===== config.mk =====
export PLATFORM = sky130hd
export DESIGN_NAME = wb_port_arbiter_flat
export DESIGN_NICKNAME = d
export VERILOG_FILES = /design/src/rtl/wb_port_arbiter_if.sv /design/src/rtl/wb_port_arbiter.sv /design/src/flat_wrapper.sv
export SDC_FILE = /design/constraint.sdc
export NUM_CORES = 1
export LEC_CHECK = 0
export ABC_AREA = 0
export CORE_UTILIZATION = 35
export DETAILED_ROUTE_END_ITERATION = 12
export SKIP_LAST_GASP = 1
export SYNTH_ARGS = -nofsm -noshare
export SYNTH_HDL_FRONTEND = slang
export SYNTH_SLANG_ARGS = --single-unit

===== constraint.sdc =====
create_clock -name clk -period 3.9 [get_ports clk]
set_input_delay 0.975 -clock clk [delete_from_list [all_inputs] [get_ports clk]]
set_output_delay 0.975 -clock clk [all_outputs]
set_load 0.01 [all_outputs]

===== src/rtl/wb_port_arbiter_if.sv =====
// Write-port bundle shared by the pipeline writeback path, the long-latency unit
// and the register file write port.
interface wb_port_arbiter_if #(
    parameter int XLEN = 32,
    parameter int AW   = 5
);
    logic            pipe_we;
    logic [AW-1:0]   pipe_rd;
    logic [XLEN-1:0] pipe_data;
    logic            ll_valid;
    logic [AW-1:0]   ll_rd;
    logic [XLEN-1:0] ll_data;
    logic            ll_ready;
    logic            ll_pending;
    logic            stall_wb;
    logic            rf_we;
    logic [AW-1:0]   rf_rd;
    logic [XLEN-1:0] rf_data;

    modport slave (
        input  pipe_we, pipe_rd, pipe_data, ll_valid, ll_rd, ll_data,
        output ll_ready, ll_pending, stall_wb, rf_we, rf_rd, rf_data
    );

    modport master (
        output pipe_we, pipe_rd, pipe_data, ll_valid, ll_rd, ll_data,
        input  ll_ready, ll_pending, stall_wb, rf_we, rf_rd, rf_data
    );
endinterface


===== src/rtl/wb_port_arbiter.sv =====
// Arbitrates the single register-file write port between pipeline writeback and a
// one-entry buffer of long-latency results, forcing a drain after STARVE_MAX blocked cycles.
module wb_port_arbiter #(
    parameter int XLEN       = 32,
    parameter int AW         = 5,
    parameter int STARVE_MAX = 4
) (
    input  logic               clk,
    input  logic               rst,
    wb_port_arbiter_if.slave   bus
);
    localparam int CW = $clog2(STARVE_MAX + 1);
    localparam logic [CW-1:0] STARVE_LIM = CW'(STARVE_MAX);

    typedef enum logic [1:0] {IDLE, HOLD, FORCE} arbState_e;

    arbState_e       stateReg;
    logic [CW-1:0]   starveCntReg;
    logic [AW-1:0]   bufRdReg;
    logic [XLEN-1:0] bufDataReg;
    logic            rfWeReg;
    logic [AW-1:0]   rfRdReg;
    logic [XLEN-1:0] rfDataReg;

    logic            pipeWr;
    logic            drainNow;
    logic            llReady;
    logic            llTake;
    logic [CW-1:0]   starveInc;

    always_comb begin
        // A FORCE cycle freezes writeback, so the pipe request is not a write then.
        pipeWr    = bus.pipe_we && (bus.pipe_rd != '0) && (stateReg != FORCE);
        drainNow  = 1'b0;
        case (stateReg)
            HOLD:    drainNow = !pipeWr;
            FORCE:   drainNow = 1'b1;
            default: drainNow = 1'b0;
        endcase
        llReady   = (stateReg == IDLE) || drainNow;
        // x0 results are acknowledged but never stored.
        llTake    = bus.ll_valid && llReady && (bus.ll_rd != '0);
        starveInc = starveCntReg + 1'b1;
    end

    assign bus.ll_ready   = llReady;
    assign bus.ll_pending = (stateReg != IDLE);
    assign bus.stall_wb   = (stateReg == FORCE);
    assign bus.rf_we      = rfWeReg;
    assign bus.rf_rd      = rfRdReg;
    assign bus.rf_data    = rfDataReg;

    always_ff @(posedge clk or posedge rst) begin
        if (rst) begin
            stateReg     <= IDLE;
            starveCntReg <= '0;
            bufRdReg     <= '0;
            bufDataReg   <= '0;
            rfWeReg      <= 1'b0;
            rfRdReg      <= '0;
            rfDataReg    <= '0;
        end else begin
            rfWeReg <= pipeWr || drainNow;
            if (pipeWr) begin
                rfRdReg   <= bus.pipe_rd;
                rfDataReg <= bus.pipe_data;
            end else if (drainNow) begin
                rfRdReg   <= bufRdReg;
                rfDataReg <= bufDataReg;
            end

            if (llTake) begin
                bufRdReg   <= bus.ll_rd;
                bufDataReg <= bus.ll_data;
            end

            case (stateReg)
                IDLE: begin
                    if (llTake) begin
                        stateReg     <= HOLD;
                        starveCntReg <= '0;
                    end
                end
                HOLD: begin
                    if (pipeWr) begin
                        starveCntReg <= starveInc;
                        // The pipe result is younger, so the buffered one is dead.
                        if (bus.pipe_rd == bufRdReg) begin
                            stateReg <= IDLE;
                        end else if (starveInc == STARVE_LIM) begin
                            stateReg <= FORCE;
                        end
                    end else begin
                        starveCntReg <= '0;
                        stateReg     <= llTake ? HOLD : IDLE;
                    end
                end
                FORCE: begin
                    starveCntReg <= '0;
                    stateReg     <= llTake ? HOLD : IDLE;
                end
                default: begin
                    stateReg     <= IDLE;
                    starveCntReg <= '0;
                end
            endcase
        end
    end
endmodule


===== src/flat_wrapper.sv =====
// flat-port wrapper written by rule: the top's interface ports become plain ports
module wb_port_arbiter_flat 
#(
    parameter int XLEN       = 32,
    parameter int AW         = 5,
    parameter int STARVE_MAX = 4
)
  (clk, rst, bus_pipe_we, bus_pipe_rd, bus_pipe_data, bus_ll_valid, bus_ll_rd, bus_ll_data, bus_ll_ready, bus_ll_pending, bus_stall_wb, bus_rf_we, bus_rf_rd, bus_rf_data);
  wb_port_arbiter_if #(.XLEN(XLEN), .AW(AW)) bus_i ();
  input  logic clk;
  input  logic rst;
  input wire logic [$bits(bus_i.pipe_we)-1:0] bus_pipe_we;
  input wire logic [$bits(bus_i.pipe_rd)-1:0] bus_pipe_rd;
  input wire logic [$bits(bus_i.pipe_data)-1:0] bus_pipe_data;
  input wire logic [$bits(bus_i.ll_valid)-1:0] bus_ll_valid;
  input wire logic [$bits(bus_i.ll_rd)-1:0] bus_ll_rd;
  input wire logic [$bits(bus_i.ll_data)-1:0] bus_ll_data;
  output wire logic [$bits(bus_i.ll_ready)-1:0] bus_ll_ready;
  output wire logic [$bits(bus_i.ll_pending)-1:0] bus_ll_pending;
  output wire logic [$bits(bus_i.stall_wb)-1:0] bus_stall_wb;
  output wire logic [$bits(bus_i.rf_we)-1:0] bus_rf_we;
  output wire logic [$bits(bus_i.rf_rd)-1:0] bus_rf_rd;
  output wire logic [$bits(bus_i.rf_data)-1:0] bus_rf_data;
  assign bus_i.pipe_we = bus_pipe_we;
  assign bus_i.pipe_rd = bus_pipe_rd;
  assign bus_i.pipe_data = bus_pipe_data;
  assign bus_i.ll_valid = bus_ll_valid;
  assign bus_i.ll_rd = bus_ll_rd;
  assign bus_i.ll_data = bus_ll_data;
  assign bus_ll_ready = bus_i.ll_ready;
  assign bus_ll_pending = bus_i.ll_pending;
  assign bus_stall_wb = bus_i.stall_wb;
  assign bus_rf_we = bus_i.rf_we;
  assign bus_rf_rd = bus_i.rf_rd;
  assign bus_rf_data = bus_i.rf_data;
  wb_port_arbiter #(.XLEN(XLEN), .AW(AW), .STARVE_MAX(STARVE_MAX)) u_core (.clk(clk), .rst(rst), .bus(bus_i));
endmodule

==> flow_summary.yaml, run 1 <==
setup_path:
  setup.worst_path.start_class: "input pin"
  path_cells: "clkdlybuf4s50_1 > nor3_1 > buf_4 > a311oi_2 > o21ai_2 > clkdlybuf4s50_1"
  slowest_delay_ns: 0.56
  cp_max_fo: 3
  critPathCaptureType: "output pin"
  required_ns: 2.92
  cp.arrival_ns: 2.64
  path_class: "in2out"
  cp_common_cell: "clkdlybuf4s50_1"
  crit_path_top_delay_cell: "clkdlybuf4s50_1"
cts:
  cts_buffer_depth: 2
  cts_resized: 0
  root_buffer: "clkbuf_8"
  cts_setup_buffers: 0
  clock_latency_ns: 0.35
  cts_tree: "done"
  hold_buffers: 0
  cts_inserted_buffers: 9
  cts_max_level: 3
  path_clk_slew_ns: 0.09
  cts_sinks: 80
placed_design:
  gp_congestion: 0.717
  portBuffers: 118
  dp_hpwl_mm: 5.98
final_layout:
  utilization_pct: 51.8
  antenna_cells: 0
  area_growth_pct: 42.2
  final_nets: 501
  drive_above_1_share_pct: 16.6
  fillers: 871
pwr:
  p_per_area_nw_per_um2: 578
  p_leak_uw: 0.00227
  ir_drop_uv: 229
detailed_routing:
  drc_errors: 0
  dr.first_iter.drc_count: 70
  vias: 2589
  viasPerCell: 4.66
  drt_wl_total_mm: 8.42
  wl_per_cell_microns: 15.2
  ant_nets: 0
  firstDrtPassIters: 4
sta:
  finClkSkew_ns: 0.0110
  finalMaxSlewViolations: 0
  rsz0062_at_grt: "no"
  maxSlewHeadroom_pct: 54.5
  setup_violations: 0
  hold_viol: 0
  fmax_mhz: 277
  post-route-period-util_pct: 92.7
  setup_tns_ns: 0
  worstMarginPinSlew_ns: 0.682
  post-route-min-period_ns: 3.62
grt:
  gr-total-overflow: 0
  grt_pass1_vias: 2668
  antenna_found_initial: 0
  grt.total_usage_pct: 16.8
  grt_pass1_wl_mm: 13.5
  grt_max_degree: 43
die:
  ioPinCount: 119
  die_w_microns: 103
  start_util_pct: 36.4
  fp-row-count: 36
  fp.dieH_microns: 103
  core_sq_um: 9860
  die_area_sq_um: 10700
yosys:
  ys_async_sr_fraction_pct: 100
  synth_edf_count: 0
  synth_seq_cells: 80
  ys_warn_count: 0
  synth.most_common_cell: "dfrtp_1"
  ys_seq_area_share_pct: 55.8
  yosys.area.top_type: "dfrtp_1"
  synth_common_cells: "dfrtp_1, nand2_1, a22oi_1"
  synth_ff_type: "dfrtp_1"
  syn-cell-area_sq_um: 3590
  synth_area_leaders: "dfrtp_1, mux2_4, nand2_1, a22oi_1, mux2_2"
  yosys.area.top_type_share_pct: 55.8
  syn_inst: 294
  synth_cell_type_count: 32
  synth_fp_nets: 378
  syn_avg_cell_area_sq_um: 12.2
hold_path:
  hold_path.class: "reg2reg"
flow_run:
  drv_cap: 0
run_status:
  status: "complete, no violations"
final timing paths:
path | start | slack [ns] | cells past startpoint | endpoint
worst max-delay path | bus_pipe_rd[1] | 0.28 | 6 | bus_ll_ready
worst min-delay path | u_core.bus.rf_data[13] | 0.48 | 2 | u_core.bus.rf_data[13]
worst max register to register | u_core.stateReg[0] | 1.51 | 8 | u_core.stateReg[1]
worst min register to register | u_core.bus.rf_data[13] | 0.48 | 2 | u_core.bus.rf_data[13]
max in group asynchronous | rst | 2.21 | 3 | u_core.stateReg[0]
min in group asynchronous | rst | 1.02 | 2 | u_core.bufDataReg[8]
cell type report:
cell class | count | area, sq um | share of cell area, %
Inverter | 7 | 27.5 | 0.539
Sequential cell | 80 | 2000 | 39.2
Tap cell | 133 | 166 | 3.26
Clock buffer | 9 | 124 | 2.43
Clock inverter | 7 | 53.8 | 1.05
Multi-Input combinational cell | 191 | 1450 | 28.4
Timing Repair Buffer | 128 | 1280 | 25.1
stage by stage:
step	cell area (sq um)	total power [uW]	hold slack, ns	setup WS [ns]	instances
final	5100	2950	0.476	0.284	555
after global routing	5100	3150	0.512	0.130	555
after CTS	5100	2990	0.486	0.269	555
after detailed placement	4930	2420	0.463	0.274	539
after global placement	4930	2400	0.458	0.278	539
after floorplan	3590	1980	0.458	0.873	294
critical path, delay by kind of cell:
family                 cells  cell delay [ns]
buffers and inverters      3             1.18
AO/OA/AOI/OAI              2             0.27
AND/OR/NAND/NOR            1             0.21
per-layer routing:
layer,part of all wire [%],track usage (%),up-vias
li1,-,-,1266
met1,45,21.8,1251
met2,48,27.4,62
met3,5.3,5.04,10
met4,1.1,4.88,0
met5,0,0,-
kinds of logic after synthesis:
kind of cell / count (synthesis) / share of synthesized area (%)
compound gates: 52 / 11.0
simple gates: 87 / 9.83
xor+xnor: 5 / 1.22
fa+ha+maj: 6 / 2.09
mux: 41 / 15.8
flops: 80 / 55.8
buf+inv: 23 / 4.36
power breakdown:
part	total [uW]	switching [uW]	leakage [uW]	internal, uW
Combinational	1080	417	0.00123	661
Clock	562	326	0.0000822	235
Sequential	1310	185	0.000957	1130
Total	2950	928	0.00227	2020
cell usage in the layout, fill, tap and decap left out, types with 4 or more instances in the layout:
cell | synthesis | routed
clkdlybuf4s50_1 | 0 | 118
dfrtp_1 | 80 | 80
nand2_1 | 71 | 71
a22oi_1 | 32 | 32
mux2_4 | 29 | 29
clkbuf_8 | 0 | 9
mux2_2 | 8 | 8
buf_4 | 0 | 8
inv_1 | 7 | 6
o21ai_0 | 6 | 6
ha_1 | 6 | 6
nor2_1 | 5 | 4
nor2b_1 | 4 | 4
mux2i_1 | 4 | 4
flip-flops by register name (all words and copies together) (netlist names):
signal and cells:
u_core.bus.rf_data 32, u_core.bufRdReg 5, u_core.bufDataReg 32, u_core.bus.rf_we 1, u_core.starveCntReg 3, u_core.stateReg 2
u_core.bus.rf_rd 5
Power figures use the tool's default switching activity.
==> run 2: changes to the inputs <==
--- a/config.mk
+++ b/config.mk
@@ -7,6 +7,7 @@
 export LEC_CHECK = 0
 export ABC_AREA = 0
 export CORE_UTILIZATION = 35
+export CTS_CLUSTER_DIAMETER = 200
 export DETAILED_ROUTE_END_ITERATION = 12
 export SKIP_LAST_GASP = 1
 export SYNTH_ARGS = -nofsm -noshare
==> results of run 2 <==
Same layout as run 1: the final DEF is identical, and so are final timing and power.
==> run 3: changes to the inputs <==
==> constraint.sdc (replaced) <==
create_clock -name clk -period 3.9 [get_ports clk]
set_input_delay 0.585 -clock clk [delete_from_list [all_inputs] [get_ports clk]]
set_output_delay 0.585 -clock clk [all_outputs]
set_load 0.01 [all_outputs]
==> run 3 against run 2 <==
  * Global-route usage is 0.080 points higher
  * Wire length is 0.89% higher
  * Die area unchanged
  * Critical path type unchanged
  * Largest power group unchanged
==> flow_summary.yaml, run 3 (synthesized netlist as in run 1, its figures left out) <==
run_status:
  status: "complete, no violations"
setup_path:
  slowest_delay_ns: 0.59
  cp_common_cell: "clkdlybuf4s50_1"
  reg2reg_to: "u_core.stateReg[1]"
  startpoint: "bus_pipe_rd[0]"
  setup.worst_path.start_class: "input pin"
  cp.arrival_ns: 2.61
  path_class: "in2out"
  reg2reg_slack_ns: 1.51
  required_ns: 3.31
  worstRegToRegCells: 8
  critPathCaptureType: "output pin"
  r2r_start: "u_core.stateReg[0]"
  crit_buf_inv: 2
  cp_max_fo: 4
  cp_top_family: "buffers and inverters"
  path_cells: "clkdlybuf4s50_1 > nor3_1 > a311oi_2 > o21ai_2 > clkdlybuf4s50_1"
  crit_path_top_delay_cell: "clkdlybuf4s50_1"
die:
  fp-row-count: 36
  fp.dieH_microns: 103
  start_util_pct: 36.4
  core_sq_um: 9860
  die_area_sq_um: 10700
  die_w_microns: 103
  ioPinCount: 119
sta:
  rsz0062_at_grt: "no"
  hold_slack_ns: 0.479
  finClkSkew_ns: 0.0103
  hold_viol: 0
  fin_ws_ns: 0.702
  finalMaxSlewViolations: 0
  setup_violations: 0
  worstMarginPinSlew_ns: 0.852
  post-route-min-period_ns: 3.20
  fmax_mhz: 313
  setup_tns_ns: 0
  maxSlewHeadroom_pct: 43.2
  post-route-period-util_pct: 82.0
final_layout:
  drive_above_1_share_pct: 15.6
  utilization_pct: 51.3
  multiInputGateArea_sq_um: 1450
  final_cell_mix: "clkdlybuf4s50_1, dfrtp_1, nand2_1"
  ff_latch_area_sq_um: 2000
  antenna_cells: 0
  area_growth_pct: 40.9
  fillers: 880
  final_nets: 496
  final_common_cell: "clkdlybuf4s50_1"
detailed_routing:
  viasPerCell: 4.79
  ant_nets: 0
  drc_errors: 0
  wl_per_cell_microns: 15.4
  vias: 2635
  drt_wl_total_mm: 8.49
  firstDrtPassIters: 4
  dr.first_iter.drc_count: 61
grt:
  antenna_found_initial: 0
  grt_pass1_wl_mm: 13.5
  gr-total-overflow: 0
  grt.total_usage_pct: 16.9
  grt_pass1_vias: 2711
  grt_max_degree: 42
cts:
  hold_buffers: 0
  cts_setup_buffers: 0
  root_buffer: "clkbuf_8"
  cts_sinks: 80
  clock_latency_ns: 0.35
  cts_resized: 0
  cts_buffer_depth: 2
  path_clk_slew_ns: 0.09
  cts_inserted_buffers: 9
  cts_tree: "done"
  cts_max_level: 3
hold_path:
  whs_path_depth: 2
  min_to: "u_core.bus.rf_data[12]"
  worstHoldStart: "u_core.bus.rf_data[12]"
  hold_path.class: "reg2reg"
placed_design:
  gp_congestion: 0.745
  portBuffers: 118
  place_ws_ns: 0.701
  dp_hpwl_mm: 5.86
flow_run:
  drv_cap: 0
pwr:
  ir_drop_uv: 237
  p_per_area_nw_per_um2: 580
  p_leak_uw: 0.00225
==> run 3: changes by cell type in the layout (fill, tap and decap cells not counted) <==
cell | previous run | this run
inv_8 | 0 | 1
clkinvlp_4 | 3 | 1
clkinv_2 | 2 | 3
buf_12 | 2 | 1
buf_4 | 8 | 4
==> run 3: final cells by class <==
cell class	instances	area share, %
Clock inverter	7	1.09
Sequential cell	80	39.6
Tap cell	133	3.29
Inverter	7	0.544
Timing Repair Buffer	123	24.4
Clock buffer	9	2.45
Multi-Input combinational cell	191	28.7
==> run 3: where the power goes <==
group | total [uW] | internal [uW] | switching [uW]
logic | 1050 | 642 | 413
clock network | 562 | 239 | 322
registers | 1320 | 1130 | 189
==> run 3: metal layers <==
metal  part of all wire, %  wire, microns  vias up  track usage [%]
met5                     0              0        -                0
li1                      -              -     1259                -
met3                   4.3            369       10             3.70
met4                   1.3            111        0             6.28
met2                    49           4180       66             28.0
met1                    45           3830     1300             21.8
==> run 3: worst register-to-register path, stage by stage (launching register included) <==
cell and delay (ns):
dfrtp_1 0.41, inv_1 0.08, ha_1 0.24, nor2b_1 0.39
a21boi_4 0.26, buf_4 0.44, nand2_1 0.14, nor2_1 0.19
a32o_1 0.19
==> run 3: worst max-delay path by stage <==
stage	end	cells after the start	slack, ns
6_report	bus_ll_ready	5	0.70
2_1_floorplan	u_core.bufDataReg[0]	1	1.26
5_1_grt	bus_ll_ready	5	0.56
4_1_cts	bus_ll_ready	5	0.70
3_5_place_dp	bus_ll_ready	5	0.70
3_3_place_gp	bus_ll_ready	5	0.70
==> run 3: per-stage QoR <==
| step | total power, uW | cell area [sq um] | std cells |
|---|---|---|---|
| 2_1_floorplan | 1980 | 3590 | 294 |
| 3_3_place_gp | 2370 | 4880 | 534 |
| 3_5_place_dp | 2400 | 4880 | 534 |
| 4_1_cts | 2970 | 5060 | 550 |
| 5_1_grt | 3130 | 5060 | 550 |
| 6_report | 2930 | 5060 | 550 |
